`src/rtl/tail_light_pkg.sv`:
```
// Shared types and helpers for the tail-light sequencer: FSM state encoding
// and the thermometer bank pattern.
package tail_light_pkg;

  typedef enum logic [1:0] {
    IDLE,
    LEFT,
    RIGHT,
    HAZARD
  } tl_state_t;

  // Widest bank the pattern helper can describe; callers truncate to their width.
  localparam int MAX_LEDS = 32;

  // Thermometer fill from bit 0: the lowest `phase` bits are lit, capped at n.
  function automatic logic [MAX_LEDS-1:0] thermo(input int phase, input int n);
    logic [MAX_LEDS-1:0] pat;
    pat = '0;
    for (int i = 0; i < MAX_LEDS; i++) begin
      pat[i] = (i < phase) && (i < n);
    end
    return pat;
  endfunction

endpackage

```
`src/rtl/tl_step_timer.sv`:
```
// Free-running step divider: a one-cycle tick every TICK_DIV clocks, with a
// synchronous clear that restarts the count from zero.
module tl_step_timer #(
  parameter int TICK_DIV = 5_000_000
) (
  input  logic clock,
  input  logic reset_n,
  input  logic clear,
  output logic tick
);

  localparam int            CW   = $clog2(TICK_DIV);
  localparam logic [CW-1:0] LAST = CW'(TICK_DIV - 1);

  logic [CW-1:0] cnt_q, cnt_d;

  assign tick = (cnt_q == LAST);

  always_comb begin
    cnt_d = cnt_q + CW'(1);
    if (clear || tick) cnt_d = '0;
  end

  always_ff @(posedge clock or negedge reset_n) begin
    if (!reset_n) cnt_q <= '0;
    else          cnt_q <= cnt_d;
  end

endmodule

```
`src/rtl/tail_light_seq.sv`:
```
// Thunderbird-style tail-light sequencer: synchronised active-low buttons drive
// a LEFT/RIGHT sweep or HAZARD blink FSM, with a steady brake overlay.
module tail_light_seq
  import tail_light_pkg::*;
#(
  parameter int LEDS_PER_SIDE = 3,
  parameter int TICK_DIV      = 5_000_000
) (
  input  logic                     clock,
  input  logic                     reset_n,
  input  logic                     right_button,
  input  logic                     left_button,
  input  logic                     hazard_button,
  input  logic                     brake_button,
  output logic [LEDS_PER_SIDE-1:0] right_leds,
  output logic [LEDS_PER_SIDE-1:0] left_leds,
  output logic                     all_leds_on
);

  localparam int                       PW      = $clog2(LEDS_PER_SIDE + 1);
  localparam logic [PW-1:0]            LAST_PH = PW'(LEDS_PER_SIDE);
  localparam logic [PW-1:0]            FIRST_PH = PW'(1);
  localparam logic [LEDS_PER_SIDE-1:0] ONES    = '1;

  if (LEDS_PER_SIDE < 1 || LEDS_PER_SIDE > MAX_LEDS) begin : g_bad_leds
    $error("tail_light_seq: LEDS_PER_SIDE must be in 1..%0d", MAX_LEDS);
  end
  if (TICK_DIV < 2) begin : g_bad_div
    $error("tail_light_seq: TICK_DIV must be >= 2");
  end

  // Bits: {brake, hazard, left, right}, stored inverted so 0 means released.
  logic [3:0] sync1_q, sync2_q;

  // NOTE: flops reset to the released level so no request fires out of reset;
  // non-blocking assignment makes sync2_q take the previous sync1_q value.
  always_ff @(posedge clock or negedge reset_n) begin
    if (!reset_n) begin
      sync1_q <= '0;
      sync2_q <= '0;
    end else begin
      sync1_q <= ~{brake_button, hazard_button, left_button, right_button};
      sync2_q <= sync1_q;
    end
  end

  logic req_r, req_l, req_h, brk, haz, any_req;
  assign {brk, req_h, req_l, req_r} = sync2_q;
  assign haz     = req_h | (req_l & req_r);
  assign any_req = haz | req_l | req_r;

  tl_state_t       state_q, state_d, entry_state;
  logic [PW-1:0]   phase_q, phase_d, entry_phase;
  logic            step_tick, timer_clear, sweeping;

  assign sweeping    = (state_q == LEFT) || (state_q == RIGHT);
  assign timer_clear = (state_q == IDLE) || (sweeping && haz);
  assign entry_state = haz ? HAZARD : req_l ? LEFT : req_r ? RIGHT : IDLE;
  assign entry_phase = any_req ? FIRST_PH : '0;

  tl_step_timer #(.TICK_DIV(TICK_DIV)) u_timer (
    .clock  (clock),
    .reset_n(reset_n),
    .clear  (timer_clear),
    .tick   (step_tick)
  );

  // NOTE: every output of this block gets a default first so no latch is inferred.
  always_comb begin
    state_d = state_q;
    phase_d = phase_q;
    unique case (state_q)
      IDLE: begin
        state_d = entry_state;
        phase_d = entry_phase;
      end
      LEFT, RIGHT: begin
        if (haz) begin
          state_d = HAZARD;
          phase_d = FIRST_PH;
        end else if (step_tick) begin
          if (phase_q == '0) begin
            state_d = entry_state;
            phase_d = entry_phase;
          end else if (phase_q == LAST_PH) begin
            phase_d = '0;
          end else begin
            phase_d = phase_q + PW'(1);
          end
        end
      end
      HAZARD: begin
        if (step_tick) begin
          if (phase_q == '0) begin
            state_d = entry_state;
            phase_d = entry_phase;
          end else begin
            phase_d = '0;
          end
        end
      end
      default: begin
        state_d = IDLE;
        phase_d = '0;
      end
    endcase
  end

  // Outputs are computed from the next state so they register on the same edge.
  logic [LEDS_PER_SIDE-1:0] active_pat, left_d, right_d, left_q, right_q;
  assign active_pat = LEDS_PER_SIDE'(thermo(int'(phase_d), LEDS_PER_SIDE));

  always_comb begin
    left_d  = '0;
    right_d = '0;
    unique case (state_d)
      IDLE: if (brk) begin
        left_d  = ONES;
        right_d = ONES;
      end
      LEFT: begin
        left_d = active_pat;
        if (brk) right_d = ONES;
      end
      RIGHT: begin
        right_d = active_pat;
        if (brk) left_d = ONES;
      end
      HAZARD: if (phase_d != '0) begin
        left_d  = ONES;
        right_d = ONES;
      end
      default: ;
    endcase
  end

  always_ff @(posedge clock or negedge reset_n) begin
    if (!reset_n) begin
      state_q <= IDLE;
      phase_q <= '0;
      left_q  <= '0;
      right_q <= '0;
    end else begin
      state_q <= state_d;
      phase_q <= phase_d;
      left_q  <= left_d;
      right_q <= right_d;
    end
  end

  assign left_leds   = left_q;
  assign right_leds  = right_q;
  assign all_leds_on = &{left_q, right_q};

endmodule
```
`config.mk`:
```
export PLATFORM = sky130hd
export DESIGN_NAME = tail_light_seq
export DESIGN_NICKNAME = d
export VERILOG_FILES = /design/src/rtl/tail_light_pkg.sv /design/src/rtl/tl_step_timer.sv /design/src/rtl/tail_light_seq.sv
export SDC_FILE = /design/constraint.sdc
export NUM_CORES = 1
export LEC_CHECK = 0
export CAP_MARGIN = 5
export CORE_MARGIN = 5
export CORE_UTILIZATION = 44
export DETAILED_ROUTE_END_ITERATION = 7
export MAX_ROUTING_LAYER = met4
export SLEW_MARGIN = 20
export SYNTH_ARGS = -nofsm -noshare
export SYNTH_HDL_FRONTEND = slang
export SYNTH_SLANG_ARGS = --single-unit
```
`constraint.sdc`:
```
create_clock -name clock -period 2.7 [get_ports clock]
set_input_delay 0.54 -clock clock [delete_from_list [all_inputs] [get_ports clock]]
set_output_delay 0.54 -clock clock [all_outputs]
set_load 0.1 [all_outputs]
```
==> results.yml, run 1 <==
cells_and_area:
  final_common_cell: "dfrtp_1"
  drive_above_1_share_pct: 15.5
  final_util_pct: 49.8
  final_cell_mix: "dfrtp_1 (41), nor2_1 (29), nand2_1 (14)"
  antenna_cells: 0
  nNetsFinal: 230
  area_growth_syn_to_layout_pct: 11.7
  fin_area_sq_um: 2310
  fillers: 437
clocking:
  numClockSinks: 41
  cts_setup_buffers: 0
  clkLatencyLatePin_ns: 0.29
  cts_resized: 0
  htreeDepth: 2
  clk_pin_slew_ns: 0.08
  cts_root_buf: "clkbuf_8"
  cts_buffer_depth: 2
  cts_buffers: 5
  cts_tree: "built"
  ctsHoldBuffers: 0
yosys:
  synth_xor_xnor_area_share_pct: 8.48
  yosysUniqueCellTypes: 45
  syn-num-nets: 215
  ys_ff_latch: 41
  synth_edf_count: 0
  synth-simple-area-share_pct: 25.0
  synthAdderAreaFrac_pct: 3.52
  ys_seq_area_share_pct: 49.7
  synth_top_area_cell: "dfrtp_1"
  synthMuxAreaShare_pct: 1.09
  synth_compound_area_share_pct: 8.79
  synth_top_family_by_area: "simple AND/OR/NAND/NOR gates"
  synthCells: 204
  netlist_top_cells_area: "dfrtp_1 (50%), xor2_1 (5.5%), nor2_1 (5.5%), ha_1 (3.0%), xnor2_1 (3.0%)"
  postSynth.asyncResetShare_pct: 100
  syn_avg_cell_area_sq_um: 10.1
  syn_area_sq_um: 2060
  synth_top_flop_cell: "dfrtp_1"
  yosysTopAreaCellShare_pct: 49.7
  ys.warnings.count: 0
critical_path:
  path_max_fanout: 7
  crit_type: "register to register"
  crit_required_ns: 2.86
  r2r_cells: 6
  critPathMaxStageDelay_ns: 0.57
  cp-end-kind: "register"
  start_kind: "register"
  crit_chain: "or4_4 -> nor4_4 -> a21oi_1 -> a311o_1 -> nor2_1 -> a31oi_1"
  reg2reg_to: "right_leds[2]"
  cp.arrival_ns: 2.54
  cp_slowest_cell: "or4_4"
  r2r_slack_ns: 0.32
  r2r_start: "u_timer.cnt_q[6]"
sta:
  worstMarginPinSlew_ns: 0.880
  skew_ns: 0.00964
  rsz0062_at_grt: "false"
  finalCritPeriodShare_pct: 88.1
  hold_violations: 0
  slew_headroom_pct: 41.3
  setup_viol: 0
  drv_slew: 0
  timing.fmax_ghz: 0.420
  hold_ws_ns: 0.356
  min_period_ns: 2.38
  tns_ns: 0
global_routing:
  grt_max_degree: 42
  grt_util_met1_pct: 18.7
  grt_use_met3_pct: 3.78
  grt_pass1_vias: 1586
  grt_overflow: 0
  gr-usage-all-layers_pct: 14.7
  met2_usage_pct: 22.7
  antenna_found_initial: 0
  grt_pass1_wl_microns: 7030
  grt_busiest_layer: "met2"
floorplanning:
  io_pins: 13
  fp.dieW_microns: 78.5
  die_h_microns: 78.5
  die-area_sq_um: 6160
  rows: 25
  core_sq_um: 4630
  start_util_pct: 44.6
detailed_routing:
  routed_wl_microns: 3960
  routedWlPerCell_microns: 14.4
  vias: 1492
  drt-initial-drc-count: 144
  vias_per_cell: 5.45
  drtAntennaViolNets: 0
  dr.pass1.iters: 4
  drc: 0
flow_run:
  maxCapViolations: 0
min_path:
  min_path_type: "input pin to async pin"
placed_design:
  dp_hpwl_microns: 2830
  io_buffers: 12
  gp_congestion: 0.878
  place_area_sq_um: 2220
power:
  p_per_area_nw_per_um2: 1050
  peakVddDrop_v: 0.000820
  power_leakage_nw: 0.997
outcome:
  status: "finished clean"
## sequential cells by signal (all words and copies together) (netlist names)
register	cells
sync1_q	4
right_leds	3
state_q	2
u_timer.cnt_q	23
phase_q	2
sync2_q	4
left_leds	3
## cell families after synthesis
group                      after synthesis
buffers and inverters                   18
adders and majority gates                6
xor gates and xnor gates                20
DFF                                     41
and+or+nand+nor                         92
muxes                                    1
AOI/OAI and AO/OA                       26
## metrics by stage
| step | worst slack [ns] | power (mW) | cells |
|---|---|---|---|
| 2_1_floorplan | 0.219 | 1.76 | 204 |
| 3_3_place_gp | 0.447 | 1.99 | 266 |
| 3_5_place_dp | 0.330 | 2.03 | 266 |
| 4_1_cts | 0.318 | 2.43 | 274 |
| 5_1_grt | 0.174 | 2.56 | 274 |
| 6_report | 0.320 | 2.41 | 274 |
## synth_stat cells, drive strengths merged (4+ instances only)
| cell | instances |
|---|---|
| a21oi | 11 |
| nand2 | 15 |
| a31oi | 4 |
| o21ai | 4 |
| nand4 | 7 |
| dfrtp | 41 |
| nor2 | 31 |
| xor2 | 13 |
| and3 | 5 |
| inv | 13 |
| nand3 | 10 |
| xnor2 | 7 |
| ha | 5 |
## critical path: cells and delay by family (launching register included)
kind / cells / cell delay, ns
AO/OA/AOI/OAI: 3 / 0.59
flip-flops: 1 / 0.45
AND/OR/NAND/NOR: 3 / 1.21
## worst max-delay path by stage
stage / slack (ns) / endpoint / from
after floorplan: 0.22 / all_leds_on / right_leds[2]
after global placement: 0.45 / right_leds[2] / u_timer.cnt_q[6]
after detailed placement: 0.33 / right_leds[2] / u_timer.cnt_q[6]
after CTS: 0.32 / right_leds[2] / u_timer.cnt_q[6]
after global routing: 0.17 / right_leds[0] / u_timer.cnt_q[6]
final: 0.32 / right_leds[2] / u_timer.cnt_q[6]
## routing by layer
layer	vias to the layer above	part of all wire [%]
met4	0	0.81
met3	4	3.3
met5	-	0
li1	735	-
met1	730	47
met2	23	49
## report_power, final
group          switching, mW  internal, mW  total, mW
sequential            0.0728         0.722      0.795
combinational          0.866         0.361       1.23
clock                  0.209         0.182      0.391
total                   1.15          1.27       2.41
## cell type report
cell class | count | area (sq um) | area share, %
clock buffer | 6 | 72.6 | 3.15
clock inverter | 2 | 15.0 | 0.651
inverter | 13 | 48.8 | 2.12
multi-input combinational | 145 | 971 | 42.1
sequential | 41 | 1030 | 44.5
tap | 54 | 67.6 | 2.93
timing repair buffer | 13 | 105 | 4.56
Power figures use the tool's default switching activity.
==> inputs of run 2 (changes only) <==
- CAP_MARGIN: 5 -> 20
- CORE_MARGIN: 5 -> 2
==> results.yml, run 2 (synthesis results as in run 1) <==
global_routing:
  grt_pass1_vias: 1475
  grt_overflow: 0
  grt_pass1_wl_microns: 6620
  gr-usage-all-layers_pct: 16.8
  grt_max_degree: 42
  antenna_found_initial: 0
critical_path:
  crit_required_ns: 2.86
  crit_type: "register to register"
  path_max_fanout: 7
  cp.arrival_ns: 2.48
  cp-end-kind: "register"
  start_kind: "register"
  critPathTopFamily: "simple AND/OR/NAND/NOR gates"
  crit_chain: "or4_4 -> nor4_4 -> a21oi_1 -> a311o_1 -> nor2_1 -> a31oi_1"
  worstPathBufferInverterCount: 0
  cp_slowest_cell: "or4_4"
  critPathMaxStageDelay_ns: 0.57
sta:
  min_period_ns: 2.32
  tns_ns: 0
  rsz0062_at_grt: "false"
  slew_headroom_pct: 40.1
  skew_ns: 0.00333
  hold_ws_ns: 0.353
  setup_viol: 0
  hold_violations: 0
  timing.fmax_ghz: 0.430
  finalCritPeriodShare_pct: 86.1
  drv_slew: 0
  worstMarginPinSlew_ns: 0.899
floorplanning:
  core_sq_um: 4440
  die_h_microns: 72.5
  start_util_pct: 46.5
  io_pins: 13
  rows: 24
  fp.dieW_microns: 72.5
  die-area_sq_um: 5260
clocking:
  cts_resized: 0
  numClockSinks: 41
  cts_root_buf: "clkbuf_8"
  cts_tree: "built"
  cts_setup_buffers: 0
  ctsHoldBuffers: 0
  cts_buffer_depth: 2
  htreeDepth: 2
  clkLatencyLatePin_ns: 0.29
  clk_pin_slew_ns: 0.07
  cts_buffers: 5
cells_and_area:
  area_growth_syn_to_layout_pct: 12.4
  antenna_cells: 0
  top_register: "u_timer.cnt_q"
  final_cell_mix: "dfrtp_1 (41), nor2_1 (29), nand2_1 (14)"
  final_common_cell: "dfrtp_1"
  drive_above_1_share_pct: 15.5
  final_cells: 271
  nNetsFinal: 230
  largest_register_ffs: 23
  largest_registers: "u_timer.cnt_q: 23 flops, sync1_q: 4 flops, sync2_q: 4 flops"
  final_util_pct: 52.2
power:
  peakVddDrop_v: 0.000645
  p_per_area_nw_per_um2: 1070
  total_power_mw: 2.47
  power_leakage_nw: 1.01
detailed_routing:
  vias: 1484
  routedWlPerCell_microns: 14.1
  drc: 0
  wl_met3_microns: 108
  drt-initial-drc-count: 81
  drtAntennaViolNets: 0
  routed_wl_microns: 3820
  top_layer: "met4"
  wl_met2_microns: 1830
  vias_per_cell: 5.48
  wl_met1_microns: 1860
  dr.pass1.iters: 4
outcome:
  status: "finished clean"
placed_design:
  gp_congestion: 0.867
  dpl.cell_count: 264
  io_buffers: 12
  dp_hpwl_microns: 2700
min_path:
  min_path_type: "register to register"
flow_run:
  maxCapViolations: 0
run 2: changes by cell type in the layout (fill, tap and decap cells not counted), sizes merged:
cell      previous run  this run
clkbuf               6         5
clkinvlp             2         0
bufinv               0         1
clkinv               0         1
run 2: through the flow:
step	cell area [sq um]	setup WS, ns
floorplan	2070	0.219
global placement	2220	0.454
detailed placement	2220	0.364
CTS	2320	0.363
global route	2320	0.230
finish	2320	0.376
run 2: worst register-to-register path: cells and delay by family (launching register included):
kind            cells  cell delay [ns]
compound gates      3             0.58
flops               1             0.44
simple gates        3             1.18
run 2: worst paths after layout:
check	startpoint	end	slack (ns)	cells past startpoint
setup / recovery	u_timer.cnt_q[6]	right_leds[1]	0.38	6
hold / removal	sync1_q[2]	sync2_q[2]	0.35	0
setup reg to reg	u_timer.cnt_q[6]	right_leds[1]	0.38	6
hold reg to reg	sync1_q[2]	sync2_q[2]	0.35	0
max in group asynchronous	reset_n	u_timer.cnt_q[16]	1.76	1
min in group asynchronous	reset_n	left_leds[1]	0.37	1
run 2: layer usage:
layer,up-vias,GRT usage [%]
met5,-,-
met4,0,3.70
met3,2,4.58
met2,17,26.6
met1,727,21.6
li1,738,-
run 2: report_power, final:
group	internal, mW	switching [mW]
Combinational	0.361	0.852
Clock	0.269	0.198
Sequential	0.723	0.0711
Total	1.35	1.12
run 2: final cells by class:
cell class,instances,area (sq um)
clock buffer,5,68.8
sequential,41,1030
fill,403,2120
clock inverter,2,35.0
multi-input combinational,145,971
inverter,13,48.8
tap,52,65.1
timing repair buffer,13,105
==> inputs of run 3 (changes only) <==
- SYNTH_HIERARCHICAL: default -> 1
==> results.yml, run 3 <==
outcome:
  status: "finished clean"
cells_and_area:
  multi_input_area_sq_um: 878
  top_register: "u_timer/cnt_q"
  largest_register_ffs: 23
  final_common_cell: "dfrtp_1"
  regArea_sq_um: 1030
  area_growth_syn_to_layout_pct: 17.2
  fillers: 392
  fin_area_sq_um: 2290
  largest_registers: "u_timer/cnt_q: 23 flops, sync1_q: 4 flops, sync2_q: 4 flops"
  antenna_cells: 0
  final_cell_mix: "dfrtp_1 (41), nor2_1 (19), inv_1 (18)"
  nNetsFinal: 235
  drive_above_1_share_pct: 15.1
floorplanning:
  die-area_sq_um: 4990
  die_h_microns: 70.6
  start_util_pct: 45.2
  io_pins: 13
  rows: 24
  core_sq_um: 4320
  fp.dieW_microns: 70.6
yosys:
  synth_edf_count: 0
  synthTopCellsByCount: "dfrtp_1 (41), nor2_1 (20), inv_1 (18)"
  yosysTopAreaCellShare_pct: 52.5
  synthCells: 200
  syn_area_sq_um: 1950
  syn-num-nets: 211
  synth_most_common_cell: "dfrtp_1"
  yosysUniqueCellTypes: 35
  ys.warnings.count: 6
  ys_seq_area_share_pct: 52.5
  ys_ff_latch: 41
  synth_top_flop_cell: "dfrtp_1"
  synth_top_area_cell: "dfrtp_1"
  postSynth.asyncResetShare_pct: 100
  syn_avg_cell_area_sq_um: 9.77
  netlist_top_cells_area: "dfrtp_1 (53%), a21oi_1 (4.1%), nor2_1 (3.8%), xnor2_1 (3.6%), inv_1 (3.5%)"
detailed_routing:
  dr.pass1.iters: 4
  drt-initial-drc-count: 139
  drtAntennaViolNets: 0
  routedWlPerCell_microns: 13.8
  drc: 0
  routed_wl_microns: 3830
  vias: 1533
  vias_per_cell: 5.53
critical_path:
  crit_type: "register to register"
  start_kind: "register"
  cp-end-kind: "register"
  worstPathBufferInverterCount: 1
  cp.arrival_ns: 2.72
  critPathLaunch: "u_timer/cnt_q[0]"
  critPathTopFamily: "simple AND/OR/NAND/NOR gates"
  crit_required_ns: 2.92
  r2r_start: "u_timer/cnt_q[0]"
  critPathMaxStageDelay_ns: 0.44
  crit_chain: "ha_4 -> nand4_4 -> or2_4 -> nor3_1 -> buf_4 -> nand2_1 -> or4_1 -> a32oi_2 -> nor3_2 -> a21oi_1"
  cp_slowest_cell: "dfrtp_1"
  path_max_fanout: 7
sta:
  min_period_ns: 2.50
  skew_ns: 0.00489
  drv_slew: 0
  tns_ns: 0
  finalCritPeriodShare_pct: 92.5
  setup_viol: 0
  worstMarginPinSlew_ns: 0.884
  slew_headroom_pct: 41.0
  timing.fmax_ghz: 0.400
  hold_violations: 0
clocking:
  clkLatencyLatePin_ns: 0.29
  cts_tree: "built"
  cts_buffers: 5
  numClockSinks: 41
  clk_pin_slew_ns: 0.08
  ctsHoldBuffers: 0
  htreeDepth: 2
  cts_buffer_depth: 2
  cts_root_buf: "clkbuf_8"
placed_design:
  gp_congestion: 0.741
  io_buffers: 12
  dp_hpwl_microns: 2620
  place_area_sq_um: 2140
min_path:
  worstHoldStart: "sync1_q[0]"
  min_path_type: "register to register"
power:
  p_per_area_nw_per_um2: 1040
  peakVddDrop_v: 0.000460
  power_leakage_nw: 0.965
global_routing:
  grt_overflow: 0
  grt_pass1_wl_microns: 6510
  antenna_found_initial: 0
  grt_pass1_vias: 1421
  gr-usage-all-layers_pct: 17.2
  grt_max_degree: 42
flow_run:
  maxCapViolations: 0
-- run 3: cell types whose count changed after synthesis, sizes merged, moves of 3 or more --
cell and delta:
nor3 +5, a21oi +5, o22ai +4, or3 +8, or4 +5, and3 -4
nor2 -11, o21ai +7, nand2 -3, xor2 -10, inv +5
-- run 3: path summary, 6_finish.rpt --
path / end / slack (ns) / cells past startpoint
worst max-delay path: left_leds[0] / 0.20 / 10
worst min-delay path: sync2_q[0] / 0.35 / 0
worst max register to register: left_leds[0] / 0.20 / 10
worst min register to register: sync2_q[0] / 0.35 / 0
max in group asynchronous: state_q[1] / 1.79 / 1
min in group asynchronous: u_timer/cnt_q[16] / 0.36 / 1
-- run 3: cell type report --
type,count,area share [%]
Clock inverter,3,0.765
Timing Repair Buffer,21,7.22
Sequential cell,41,44.8
Tap cell,52,2.84
Clock buffer,5,3.01
Inverter,18,2.95
Multi-Input combinational cell,137,38.4
-- run 3: power breakdown --
part | leakage [nW] | internal [mW] | switching [mW] | total, mW
logic | 0.395 | 0.378 | 0.814 | 1.19
registers | 0.526 | 0.720 | 0.0824 | 0.802
clock network | 0.0439 | 0.178 | 0.216 | 0.394
-- run 3: kinds of logic (layout without fill, tap and decap cells) --
kind of cell,Yosys count,after routing,share of synthesized area (%)
compound gates,41,41,12.8
buf+inv,22,47,4.42
fa+ha+maj,5,5,3.20
xor+xnor,11,11,4.93
mux,1,1,0.513
flops,41,41,52.5
simple gates,79,79,21.6
-- run 3: per-stage QoR --
| stage | setup WS [ns] | hold WS (ns) | cells | power [mW] | util, % |
|---|---|---|---|---|---|
| detailed placement | 0.0553 | 0.335 | 265 | 1.97 | 49.5 |
| floorplan | 0.105 | 0.244 | 200 | 1.65 | - |
| global placement | 0.167 | 0.331 | 265 | 1.94 | 49.5 |
| finish | 0.202 | 0.352 | 277 | 2.39 | 52.9 |
| global route | -0.0228 | 0.363 | 277 | 2.56 | 52.9 |
| CTS | 0.0263 | 0.354 | 273 | 2.37 | 51.5 |
-- run 3: what timing repair did --
item,CTS,global route
buffers inserted,0,4
hold endpoints to repair,0,0
setup endpoints to repair,0,6
gates resized for setup,0,5
-- run 3: layer usage --
| layer | vias to the layer above | track usage, % | part of all wire [%] |
|---|---|---|---|
| met4 | 0 | 8.18 | 1.7 |
| met1 | 741 | 22.1 | 47 |
| li1 | 756 | - | - |
| met5 | - | - | 0 |
| met2 | 29 | 26.2 | 48 |
| met3 | 7 | 3.56 | 3.4 |
==> variant: new RTL, settings of run 2 <==
Set the parameter `LEDS_PER_SIDE` to 6 (it was 3).
--- a/src/rtl/tail_light_seq.sv
+++ b/src/rtl/tail_light_seq.sv
@@ -3,7 +3,7 @@
 module tail_light_seq
   import tail_light_pkg::*;
 #(
-  parameter int LEDS_PER_SIDE = 3,
+  parameter int LEDS_PER_SIDE = 6,
   parameter int TICK_DIV      = 5_000_000
 ) (
   input  logic                     clock,
Interface: changed (resized left_leds and right_leds); port bits go from 13 to 19. No check against the original RTL was run, so the function may have changed too.
==> variant against run 2 <==
Maximum frequency shrank 8.9%; hold slack gained 0.00058 ns; sequential cell count grew 7; routed wire length grew 19%; cell count grew 20%; highest routed layer unchanged; critical path type unchanged; sequential power grew 21%; design area grew 18%; combinational power grew 60%; synthesized area grew 14%; total power grew 35%; setup slack lost 0.23 ns.
==> variant: results (changes against run 2) <==
status: finished, final reports clean (unchanged)
Unique masters post-synth: 40 (was 45)
final setup fails: 0 (unchanged)
CP max stage delay: 0.67 ns (was 0.57 ns)
largest reg by FF count: u_timer.cnt_q (unchanged)
GPL Wtd Cong: 0.838 (was 0.867)
hpwl dp: 3.20 mm (was 2.70 mm)
# diodes: 0 (unchanged)
Post-synth ARST share: 100% (unchanged)
number of flip-flops in the largest register: 23 (unchanged)
DP Area: 2600 µm² (was 2220 µm²)
Crit Path Max Fanout: 8 (was 7)
vias in the first global route: 1,631 (was 1,475)
Num CTS Buffers: 5 (unchanged)
pin count of the biggest net entering global routing: 25 (was 42)
fill count: 504 (was 403)
Worst EP arrival: 2.72 ns (was 2.48 ns)
Hold WC Path Type: reg2reg (unchanged)
GRT Overall Usage: 16.9% (was 16.8%)
post-CTS setup buffers: 0 (unchanged)
Seq/Total Area, Yosys: 50.9% (was 49.7%)
Via density: 5.34 (was 5.48)
CTS Root Cell: clkbuf_8 (unchanged)
Synth top cells by count: dfrtp_1, nor2_1, xnor2_1, nand4_1, nand2_1 (was dfrtp_1, nor2_1, nand2_1, inv_1, xor2_1)
clock transition at the registers of the reported paths: 0.09 ns (was 0.07 ns)
Peak VDD IR: 0.676 mV (was 0.645 mV)
first-pass GRT wire length: 7.73 mm (was 6.62 mm)
share of cells above drive strength 1: 16.5% (was 15.5%)
DR pass1 iterations: 4 (unchanged)
skew final: 0.00991 ns (was 0.00333 ns)
leakage power: 1.14 nW (was 1.01 nW)
number of nets in the layout: 263 (was 230)
largest cells by area after synthesis: dfrtp_1, nor2_1, xnor2_1 (was dfrtp_1, xor2_1, nor2_1)
H-tree depth: 2 (unchanged)
initial antenna violation count: 0 (unchanged)
Slew @ Worst Pin: 0.540 ns (was 0.899 ns)
Worst path slowest cell: or4_1 (was or4_4)
Ys Warns: 0 (unchanged)
DR WL/cell: 14.0 µm (was 14.1 µm)
initial DRC count: 119 (was 81)
Port Buffers: 18 (was 12)
Worst-Skew Late Latency: 0.30 ns
CTS Buffer Depth: 2 (unchanged)
syn_nets: 241 (was 215)
Post-synth top flop: dfrtp_1 (unchanged)
-- variant: kinds of logic (layout without fill, tap and decap cells) --
logic type               count (synthesis)  in the layout  share of synthesized area [%]
AO/OA/AOI/OAI                           37             38                           11.3
buffers and inverters                   17             39                           3.18
flip-flops                              48             48                           50.9
AND/OR/NAND/NOR                        105            105                           24.9
adder cells (fa/ha/maj)                  3              3                           1.59
XOR/XNOR                                22             22                           8.16
-- variant: stage by stage --
stage	utilization (%)	total power [W]	std cells	setup slack (ns)	hold WS, ns
2_1_floorplan	-	0.00246	232	0.111	0.244
3_3_place_gp	50.5	0.00284	315	0.240	0.333
3_5_place_dp	50.5	0.00284	315	0.172	0.335
4_1_cts	52.3	0.00329	323	0.148	0.00470
5_1_grt	53.1	0.00355	325	0.00979	0.364
6_report	53.1	0.00334	325	0.149	0.353
-- variant: layout make-up --
cell class | instances | share of cell area, %
Sequential cell | 48 | 44.0
Clock inverter | 1 | 0.275
Clock buffer | 7 | 3.16
Multi-Input combinational cell | 168 | 41.2
Timing Repair Buffer | 22 | 6.87
Inverter | 9 | 1.24
Tap cell | 70 | 3.21
-- variant: report_power, final --
part           internal [W]  switching (W)  total (W)
Clock              0.000208       0.000233   0.000441
Sequential         0.000873      0.0000914   0.000964
Combinational      0.000559        0.00138    0.00194
-- variant: worst paths after layout --
path | from | end | slack (ns) | depth (start not counted)
min reg2reg | sync1_q[2] | sync2_q[2] | 0.35 | 0
min | sync1_q[2] | sync2_q[2] | 0.35 | 0
max reg2reg | u_timer.cnt_q[0] | right_leds[4] | 0.15 | 7
min in group asynchronous | reset_n | u_timer.cnt_q[8] | 0.55 | 2
max in group asynchronous | reset_n | u_timer.cnt_q[4] | 1.65 | 3
max | u_timer.cnt_q[0] | right_leds[4] | 0.15 | 7
-- variant: worst max-delay path, delay by kind of cell (launching register included) --
family          cells  cell delay [ns]
simple gates        2             0.79
fa+ha+maj           1             0.25
compound gates      4             1.01
flops               1             0.37
-- variant: layer usage --
| metal | up-vias | GRT usage, % | part of all wire (%) |
|---|---|---|---|
| li1 | 873 | - | - |
| met1 | 821 | 23.4 | 50 |
| met2 | 34 | 24.7 | 44 |
| met3 | 7 | 3.53 | 4.0 |
| met4 | 0 | 5.89 | 1.4 |
| met5 | - | - | 0 |
-- variant: repair_timing --
action,4_1_cts,5_1_grt
resized for setup,0,5
hold endpoints to repair,0,2
setup endpoints to repair,0,9
hold buffers,0,1
